## config.mk

```make
export PLATFORM = sky130hd
export DESIGN_NAME = fp_to_gp_wb_buffer
export DESIGN_NICKNAME = d
export VERILOG_FILES = /design/src/rtl/fp_to_gp_wb_buffer.sv
export SDC_FILE = /design/constraint.sdc
export NUM_CORES = 1
export LEC_CHECK = 0
export BUFFER_PORTS_ARGS = -buffer_cell sky130_fd_sc_hd__buf_4
export CORE_ASPECT_RATIO = 0.8
export CORE_MARGIN = 4
export CORE_UTILIZATION = 50
export CTS_BUF_LIST = sky130_fd_sc_hd__clkbuf_8
export DETAILED_ROUTE_END_ITERATION = 10
export PLACE_DENSITY = 0.75
export SETUP_SLACK_MARGIN = 0.1
export SLEW_MARGIN = 10
export SYNTH_ARGS = -nofsm -noshare
export SYNTH_HDL_FRONTEND = slang
export SYNTH_SLANG_ARGS = --single-unit
export TNS_END_PERCENT = 100
```

## constraint.sdc

```tcl
create_clock -name clk -period 3.6 [get_ports clk]
set_input_delay 0.36 -clock clk [delete_from_list [all_inputs] [get_ports clk]]
set_output_delay 0.36 -clock clk [all_outputs]
set_load 0.1 [all_outputs]
```

## src/rtl/fp_to_gp_wb_buffer.sv

```systemverilog
// Writeback decoupling FIFO between the FP-to-GP unit and the integer writeback arbiter.
// Every output is driven from registered state, so the arbiter's ack never reaches the unit's ack.
module fp_to_gp_wb_buffer #(
  parameter int DEPTH      = 2,
  parameter int ID_WIDTH   = 3,
  parameter int DATA_WIDTH = 32,
  localparam int PTR_W     = $clog2(DEPTH),
  localparam int CNT_W     = $clog2(DEPTH) + 1
) (
  input  logic                  clk,
  input  logic                  rst,
  input  logic                  in_done,
  input  logic [ID_WIDTH-1:0]   in_id,
  input  logic [DATA_WIDTH-1:0] in_rd,
  output logic                  in_ack,
  output logic                  wb_done,
  output logic [ID_WIDTH-1:0]   wb_id,
  output logic [DATA_WIDTH-1:0] wb_rd,
  input  logic                  wb_ack,
  output logic [CNT_W-1:0]      occupancy
);

  logic [CNT_W-1:0]      r_count;
  logic [PTR_W-1:0]      r_wr_ptr;
  logic [PTR_W-1:0]      r_rd_ptr;
  logic [ID_WIDTH-1:0]   r_id_mem [DEPTH];
  logic [DATA_WIDTH-1:0] r_rd_mem [DEPTH];

  logic w_full;
  logic w_empty;
  logic w_push;
  logic w_pop;

  // Full and empty come from the count alone; the pointers simply wrap.
  assign w_full  = (r_count == CNT_W'(DEPTH));
  assign w_empty = (r_count == '0);

  assign in_ack    = !rst && !w_full;
  assign wb_done   = !w_empty;
  assign wb_id     = r_id_mem[r_rd_ptr];
  assign wb_rd     = r_rd_mem[r_rd_ptr];
  assign occupancy = r_count;

  assign w_push = in_done && in_ack;
  assign w_pop  = wb_done && wb_ack;

  always_ff @(posedge clk) begin
    if (rst) begin
      r_count  <= '0;
      r_wr_ptr <= '0;
      r_rd_ptr <= '0;
      for (int i = 0; i < DEPTH; i++) begin
        r_id_mem[i] <= '0;
        r_rd_mem[i] <= '0;
      end
    end else begin
      if (w_push) begin
        r_id_mem[r_wr_ptr] <= in_id;
        r_rd_mem[r_wr_ptr] <= in_rd;
        r_wr_ptr           <= r_wr_ptr + PTR_W'(1);
      end
      if (w_pop) begin
        r_rd_ptr <= r_rd_ptr + PTR_W'(1);
      end
      case ({w_push, w_pop})
        2'b10:   r_count <= r_count + CNT_W'(1);
        2'b01:   r_count <= r_count - CNT_W'(1);
        default: r_count <= r_count;
      endcase
    end
  end

`ifndef SYNTHESIS
  always @(posedge clk) begin
    if (!rst) begin
      assert (!(w_push && w_full)) else $error("push into full buffer");
      assert (!(w_pop && w_empty)) else $error("pop from empty buffer");
      assert (r_count <= CNT_W'(DEPTH)) else $error("count exceeds depth");
    end
  end
`endif

endmodule

```

# After elaboration in Yosys (flattened, before gate mapping)
# Memories as Yosys holds them, arrays and structs flattened. A register that Yosys moved wholly into a read port is not among the register bits.
# Index checks and enable logic that the tools add are counted.
[word_totals] reg_bits=4 latchBits=0 ram_bits=70 rom_bits=0 input_bits=39 output_inout_bits=39 wordCells=38 mem_count=2
[mem_list] name="r_rd_mem" words=2 word_bits=32 rd=1 rd_clocked_by_memory_dff=1 wr=2 line="27" rtl="logic [DATA_WIDTH-1:0] r_rd_mem [DEPTH];"
[mem_list] name="r_id_mem" words=2 word_bits=3 rd=1 rd_clocked_by_memory_dff=1 wr=2 line="26" rtl="logic [ID_WIDTH-1:0] r_id_mem [DEPTH];"
[classes] add_sub_neg=4 mul=0 n_div=0 magnitude_cmp=0 eq_ne=3 shifts=0 mux=16 n_bitwise=0 reduce_logical=10
[ops] cell="$mux 32" count=1
[ops] cell="$reduce_or 32->1" count=1
[ops] cell="$mux 1" count=13
[ops] cell="$eq 2x2->1 const B" count=2
[ops] cell="$pmux 2 s2" count=1
[ops] cell="$logic_and 1x1->1" count=3
[ops] cell="$logic_not 1->1" count=3
[ops] cell="$mux 3" count=1
[ops] cell="$reduce_or 3->1" count=1
[ops] cell="$add 1x1->1 const B" count=2
[ops] cell="$add 2x1->2 const B" count=1
[ops] cell="$eq 2x1->1 const B" count=1
[ops] cell="$logic_not 2->1" count=1
[ops] cell="$reduce_bool 2->1" count=1
[ops] cell="$sub 2x1->2 const B" count=1

# Logic depth before layout (Yosys ltp)
# Gate-level depths: netlist of the first run.
[logic_depth] word_depth=9 mapped_depth=7 ltp_nobuf=6

# Worst setup path before layout of the first run
# Ideal clock, no wire load.
[synth_path] kind="register to output" from="register r_count[0] (netlist: occupancy[0])" to="output in_ack" arrival_ns=2.512 required_ns=3.240 path_slack_ns=0.728 stages_incl_launch_ff=3 path_buffers=0 path_cell_list="dfxtp_1 nor2b_1 nor2_1"
[synth_between] elab_chain_cells=3
[synth_rtl] element="start, declared" line="23" rtl="logic [CNT_W-1:0] r_count;"
[synth_rtl] element="start signal, assigned" line="66" rtl="2'b10: r_count <= r_count + CNT_W'(1);"
[synth_rtl] element="start signal, assigned" line="67" rtl="2'b01: r_count <= r_count - CNT_W'(1);"
[synth_rtl] element="start signal, assigned" line="68" rtl="default: r_count <= r_count;"
[synth_rtl] element="$eq 2x2->1" line="35" rtl="assign w_full = (r_count == CNT_W'(DEPTH));"
[synth_rtl] element="$logic_not 1->1" line="38" rtl="assign in_ack = !rst && !w_full;"
[synth_rtl] element="$logic_and 1x1->1" line="38"
[synth_rtl] element="end, declared" line="15" rtl="output logic in_ack,"
# No other way between the ends.

==> key figures, run 1 <==
Outcome
  • Status: complete, no violations

Critical path
  • CP max-delay cell: dfxtp_2
  • Setup crit end kind: output pin
  • Worst Setup Path Type: reg -> out
  • Worst Path Arrival: between 1.5 and 2 ns
  • Worst EP required: 3.24 ns
  • Crit path launch type: register
  • CP max FO: 35
  • Worst path cell trace: mux2_2, buf_4
  • Worst path top cell family by delay: flip-flops
  • Worst Path Buf+Inv: 1
  • Max incr delay on CP: 0.90 ns

Drt
  • Met1 wire length: between 2000 and 3000 um
  • DRC Markers: 0
  • Highest Signal Layer: met4
  • Routed wl met2: between 3000 and 4000 um
  • Routed Antenna Nets: 0
  • DRT iter0 DRCs: 150
  • DRT Wirelength: roughly 6500 um
  • Avg Vias per Cell: 5.12
  • DRT Pass-1 Iters: 4
  • Drt wl/cell: 15.8 um
  • WL met3: 551 um
  • Via count: 2,120

Pwr
  • Pwr dens: 847 nW/um^2
  • Peak supply drop: 0.495 mV
  • Psw: between 1.5 and 2 mW
  • P_int: 1.72 mW
  • Lkg Pwr: 1.65 nW
  • Clock network fraction of design power: 15.7%
  • Combinational share of power: around 49%
  • Switch share: 49.2%
  • Power share of the sequential group: 35.3%

Synthesis
  • Synthesized area: 3230 um^2
  • Syn_nets: 295
  • Xor/xnor cell area share of the yosys netlist: 0.812%
  • Mux share of post-synthesis cell area: 12.2%
  • Combinational family with the most area after synthesis: simple AND/OR/NAND/NOR gates
  • Synth warnings: 0
  • Distinct cells, synth: 22
  • Compound-Gate Fraction of Synth Area: 1.12%
  • Adder-Cell Fraction of Synth Area: 0.387%
  • Syn_area_per_cell: 12.7 um^2
  • Mapped Cells: approximately 260
  • Post-synthesis simple-gate area fraction: 14.4%
  • Seq/Total Area, Yosys: ~70%
  • #FFs+latches synth: 75

Timing
  • Tmin final: 2.28 ns
  • Fin crit share: between 60% and 70%
  • Fmax achieved: ~0.44 GHz
  • Clk_skew: 0.00504 ns
  • Post-route setup slack: 1.32 ns
  • Final setup viols: 0
  • Final hold viol count: 0
  • Worst slew margin: 35.9%
  • TNS Setup: 0 ns
  • RSZ-0062 raised after global routing: false
  • Slew @ Worst Pin: 0.961 ns
  • Max Slew Vio Count: 0

Run
  • # Max-Cap Violations: 0

Placement
  • Detailed placement HPWL: about 4000 um
  • Pre-CTS setup slack: ~1.2 ns
  • GPL Wtd Cong: about 0.76
  • Port Buf Inserts: 77

Final layout
  • Register area: 2200 um^2
  • Layout cells sized above 1: 39.6%
  • Multi-input gate area: between 900 and 1000 um^2
  • Fillers: 505
  • Synth-to-Final Area Change: 23.6%
  • Fin nets: roughly 370
  • Antenna diodes: 0

Clocking
  • Worst-Skew Late Latency: 0.34 ns
  • Inserted Clock Buffers: 9
  • Clock slew seen by the registers of the worst setup and hold paths: 0.07 ns
  • Post-cts hold buffer count: 0
  • # H-tree levels: 3
  • Resized cells post-CTS: 0
  • Sink Count: 75
  • Bufs on Longest Clock Path: 2
  • Postcts setup bufs: 0
  • Clock root buffer: clkbuf_8
  • CTS tree: done

Floorplanning
  • Die area: 7830 um^2
  • IO Count: 78
  • Die Wd: 97.9 um
  • Core Area: 6100 um^2
  • Initial core utilization: 53.0%
  • FP Rows: 25
  • Die height: roughly 80 um

GRT
  • Largest net degree at the start of global routing: 38
  • Vias in the first global route: 2,175
  • Total grt overflow: 0
  • First-pass GRT wire length: between 10,000 and 15,000 um
  • Antenna violations before repair: 0
  • GRT Util Overall: 17.4%

Worst hold path
  • Worst min path class: in -> reg
kinds of logic (layout without fill, tap and decap cells):
family | count (synthesis) | in the layout
simple gates | 118 | 118
flops | 75 | 75
mux | 35 | 35
buf+inv | 17 | 95
compound gates | 6 | 6
xor+xnor | 3 | 3
fa+ha+maj | 1 | 1
power groups by stage:
stage / clock network, mW / logic (mW) / registers (mW)
2_1_floorplan: 0 / 1.37 / 1.20
3_3_place_gp: 0 / 1.66 / 1.21
3_5_place_dp: 0 / 1.67 / 1.22
4_1_cts: 0.544 / 1.67 / 1.20
5_1_grt: 0.586 / 1.72 / 1.21
6_report: 0.530 / 1.66 / 1.20
registers in the layout, indices dropped and copies added, names as in the netlist, named ones only:
signal	count
r_id_mem	6
occupancy	2
r_wr_ptr	1
r_rd_ptr	1
r_rd_mem	64
final timing paths:
| kind | startpoint | end | slack (ns) | cells after the start |
|---|---|---|---|---|
| setup / recovery | register | wb_rd[30] | 1.32 | 2 |
| hold / removal | rst | register | 0.26 | 2 |
| setup reg to reg | occupancy[0] | r_rd_mem[0][2] | 1.54 | 3 |
| hold reg to reg | r_rd_ptr | r_rd_ptr | 0.53 | 2 |
metrics by stage:
stage | cell area [um^2] | hold slack [ns] | util [%] | power, mW | cells
after detailed placement | 3840 | 0.513 | 63.0 | 2.88 | 399
after global routing | 4000 | 0.253 | 65.5 | 3.52 | 414
after CTS | 4000 | 0.248 | 65.5 | 3.41 | 414
after floorplan | 3230 | 0.481 | - | 2.56 | 255
final | 4000 | 0.264 | 65.5 | 3.39 | 414
after global placement | 3840 | 0.498 | 63.0 | 2.87 | 399
cell usage after synthesis:
| master | count | area [um^2] |
|---|---|---|
| mux2_2 | 35 | 394 |
| xor2_1 | 1 | 8.76 |
| inv_1 | 1 | 3.75 |
| buf_1 | 1 | 3.75 |
| o21a_1 | 1 | 7.51 |
| dfxtp_1 | 5 | 100 |
| or3_1 | 4 | 25.0 |
| or2_2 | 1 | 6.26 |
| ha_1 | 1 | 12.5 |
| nor2_1 | 74 | 278 |
| nand2_1 | 35 | 131 |
| edfxtp_1 | 70 | 2100 |
| buf_2 | 8 | 40.0 |
| buf_6 | 3 | 33.8 |
| nor2b_1 | 1 | 6.26 |
| nand3b_1 | 1 | 7.51 |
| a31o_2 | 1 | 8.76 |
| a21oi_1 | 2 | 10.0 |
| nand2b_1 | 2 | 12.5 |
| o21ai_0 | 2 | 10.0 |
| xnor2_1 | 2 | 17.5 |
| clkbuf_1 | 4 | 15.0 |
layout make-up:
type | instances | area share [%]
Inverter | 1 | 0.0939
Timing Repair Buffer | 79 | 14.8
Sequential cell | 75 | 55.1
Clock buffer | 9 | 3.10
Clock inverter | 6 | 0.845
Tap cell | 81 | 2.54
Multi-Input combinational cell | 163 | 23.5
cell usage in the layout, fill, tap and decap left out, types with 2 or more instances in the layout:
master	instances
a21oi_1	2
buf_4	79
clkbuf_8	9
clkinv_2	3
clkinvlp_4	2
dfxtp_1	4
edfxtp_1	70
mux2_2	35
nand2_1	35
nor2_1	74
o21ai_0	2
or3_1	4
xnor2_1	2
per-layer routing:
layer	up-vias	track usage, %
met1	1011	22.9
met5	-	0
met4	0	4.01
met3	2	6.11
li1	1022	-
met2	85	27.9
Note: power is estimated with default switching activity, not from simulation.
==> inputs of run 2 (changes only) <==
- PLACE_DENSITY: 0.75 -> 0.78
- clock period: 3.6 -> 2 ns (I/O delays scaled with it)
==> key figures, run 2 (synthesis results as in run 1) <==
Pwr
  • Clock network fraction of design power: 18.9% (+3.2 points)
  • Power share of the sequential group: 32.1% (-3.2 points)
  • Peak supply drop: 0.850 mV (+72%)
  • Combinational share of power: 49.0% (about the same)
  • Lkg Pwr: 1.72 nW (+4.5%)
  • Pwr Total: 6.39 mW (+89%)
  • Pwr dens: 1550 nW/um^2 (+83%)
  • Psw: 3.00 mW (+80%)
  • Switch share: 46.9% (-2.3 points)
  • P_int: 3.40 mW (+97%)

Timing
  • Max Slew Vio Count: 0 (unchanged)
  • Slew @ Worst Pin: 0.508 ns (-0.454 ns)
  • Tmin final: 1.79 ns
  • Final setup viols: 0 (unchanged)
  • Clk_skew: 0.00889 ns (+0.00385 ns)
  • Fmax achieved: 0.559 GHz
  • TNS Setup: 0 ns (unchanged)
  • Fin crit share: 89.4%
  • Worst slew margin: 66.1% (+30 points)
  • RSZ-0062 raised after global routing: false
  • Final hold viol count: 0 (unchanged)

GRT
  • GRT Util Overall: 17.6% (+0.22 points)
  • Largest net degree at the start of global routing: 37 (-2.6%)
  • First-pass GRT wire length: 10,400 um (+0.53%)
  • Vias in the first global route: 2,197 (+1.0%)
  • Antenna violations before repair: 0 (unchanged)
  • Total grt overflow: 0 (unchanged)

Critical path
  • Critical R2R Capture: occupancy[1]
  • FF-to-FF setup slack: 0.25 ns (-1.29 ns)
  • Setup crit end kind: output pin
  • Crit path launch type: register
  • Worst Path Arrival: 1.59 ns (-0.33 ns)
  • R2R cell count: 5 (+2)
  • Worst Setup Path Type: reg -> out
  • RR Startpoint: occupancy[1]
  • CP max FO: 22 (-37%)
  • Worst EP required: 1.80 ns (-1.44 ns)

Final layout
  • Most frequent cells in the layout: buf_4 (86), nor2_1 (73), edfxtp_1 (70)
  • Largest reg by FF count: r_rd_mem
  • Layout cells sized above 1: 41.6% (+2.0 points)
  • Antenna diodes: 0 (unchanged)
  • Cell Count, Final, Fillers Out: 422 (+1.9%)
  • Largest register FFs: 64 (unchanged)
  • Fin nets: 376 (+1.9%)
  • Most common cell after layout, fill and taps aside: buf_4
  • Synth-to-Final Area Change: 27.3%

Worst hold path
  • WHS Endpoint: occupancy[1]
  • Min-Delay Path Depth: 2 (unchanged)
  • Min-delay src: rst
  • Worst min path class: in -> reg

Drt
  • DRT iter0 DRCs: 168 (+12%)
  • Via count: 2,122 (+0.094%)
  • DRC Markers: 0 (unchanged)
  • DRT Wirelength: 6460 um (-1.3%)
  • Avg Vias per Cell: 5.03 (-1.8%)
  • DRT Pass-1 Iters: 4 (unchanged)
  • Drt wl/cell: 15.3 um (-3.2%)
  • Routed Antenna Nets: 0 (unchanged)

Clocking
  • Clock root buffer: clkbuf_8
  • Bufs on Longest Clock Path: 2 (unchanged)
  • Inserted Clock Buffers: 9 (unchanged)
  • Clock slew seen by the registers of the worst setup and hold paths: 0.07 ns (about the same)
  • Resized cells post-CTS: 0 (unchanged)
  • CTS tree: done
  • Post-cts hold buffer count: 0 (unchanged)
  • # H-tree levels: 3 (unchanged)
  • Postcts setup bufs: 0 (unchanged)
  • Worst-Skew Late Latency: 0.34 ns (about the same)
  • Sink Count: 75 (unchanged)

Floorplanning
  • Core Area: 6100 um^2 (unchanged)
  • Initial core utilization: 53.0% (unchanged)
  • Die area: 7830 um^2 (unchanged)
  • IO Count: 78 (unchanged)
  • Die height: 79.9 um (unchanged)
  • FP Rows: 25 (unchanged)
  • Die Wd: 97.9 um (unchanged)

Placement
  • GPL Wtd Cong: 0.725 (-4.6%)
  • Dpl cells: 406 (+1.8%)
  • Detailed placement HPWL: 4240 um (+7.0%)
  • Port Buf Inserts: 77 (unchanged)

Run
  • # Max-Cap Violations: 0 (unchanged)

Outcome
  • Status: complete, no violations
==> run 2: changes by cell type in the layout (fill, tap and decap cells not counted), sizes merged <==
cell	delta
clkinv	-2
buf	+7
bufinv	+2
clkinvlp	-1
inv	+2
==> run 2: area by class of cell <==
| class | instances | area [um^2] |
|---|---|---|
| inverter | 1 | 3.75 |
| clock buffer | 9 | 124 |
| clock inverter | 7 | 85.1 |
| timing repair buffer | 86 | 646 |
| fill | 456 | 1980 |
| tap | 81 | 101 |
| multi-input combinational | 163 | 946 |
| sequential | 75 | 2210 |
==> run 2: per-stage QoR <==
stage / area (um^2) / utilization [%] / setup WS [ns] / hold WS, ns
after floorplan: 3250 / - / 0.142 / 0.428
after global placement: 3910 / 64.1 / 0.301 / 0.441
after detailed placement: 3910 / 64.1 / 0.262 / 0.445
after CTS: 4120 / 67.5 / 0.188 / 0.0888
after global routing: 4120 / 67.5 / 0.110 / 0.0954
final: 4120 / 67.5 / 0.212 / 0.101
==> run 2: metal layers <==
| metal | share of wire [%] | global-route usage (%) | up-vias |
|---|---|---|---|
| li1 | - | - | 1038 |
| met1 | 45 | 22.1 | 997 |
| met2 | 46 | 28.3 | 79 |
| met3 | 7.4 | 7.42 | 8 |
| met4 | 1.3 | 4.84 | 0 |
| met5 | 0 | 0 | - |
==> run 2: worst max-delay path by stage <==
stage | startpoint | to | slack [ns] | depth (start not counted)
floorplan | occupancy[0] | occupancy[1] | 0.14 | 5
global placement | occupancy[1] | occupancy[1] | 0.30 | 5
detailed placement | occupancy[1] | occupancy[1] | 0.26 | 5
CTS | register | wb_rd[30] | 0.19 | 3
global route | register | wb_rd[30] | 0.11 | 3
finish | register | wb_rd[30] | 0.21 | 3
==> run 2: power by group through the flow <==
stage	combinational, mW	clock (mW)	sequential (mW)
finish	3.13	1.21	2.05
global route	3.25	1.30	2.08
CTS	3.15	1.23	2.06
detailed placement	3.14	0	2.09
global placement	3.14	0	2.07
floorplan	2.47	0	2.16
==> run 2: worst max-delay path, stage by stage, from the launching register on <==
cell and delay [ns]:
dfxtp_2 0.33, buf_4 0.29, mux2_2 0.40, buf_4 0.24
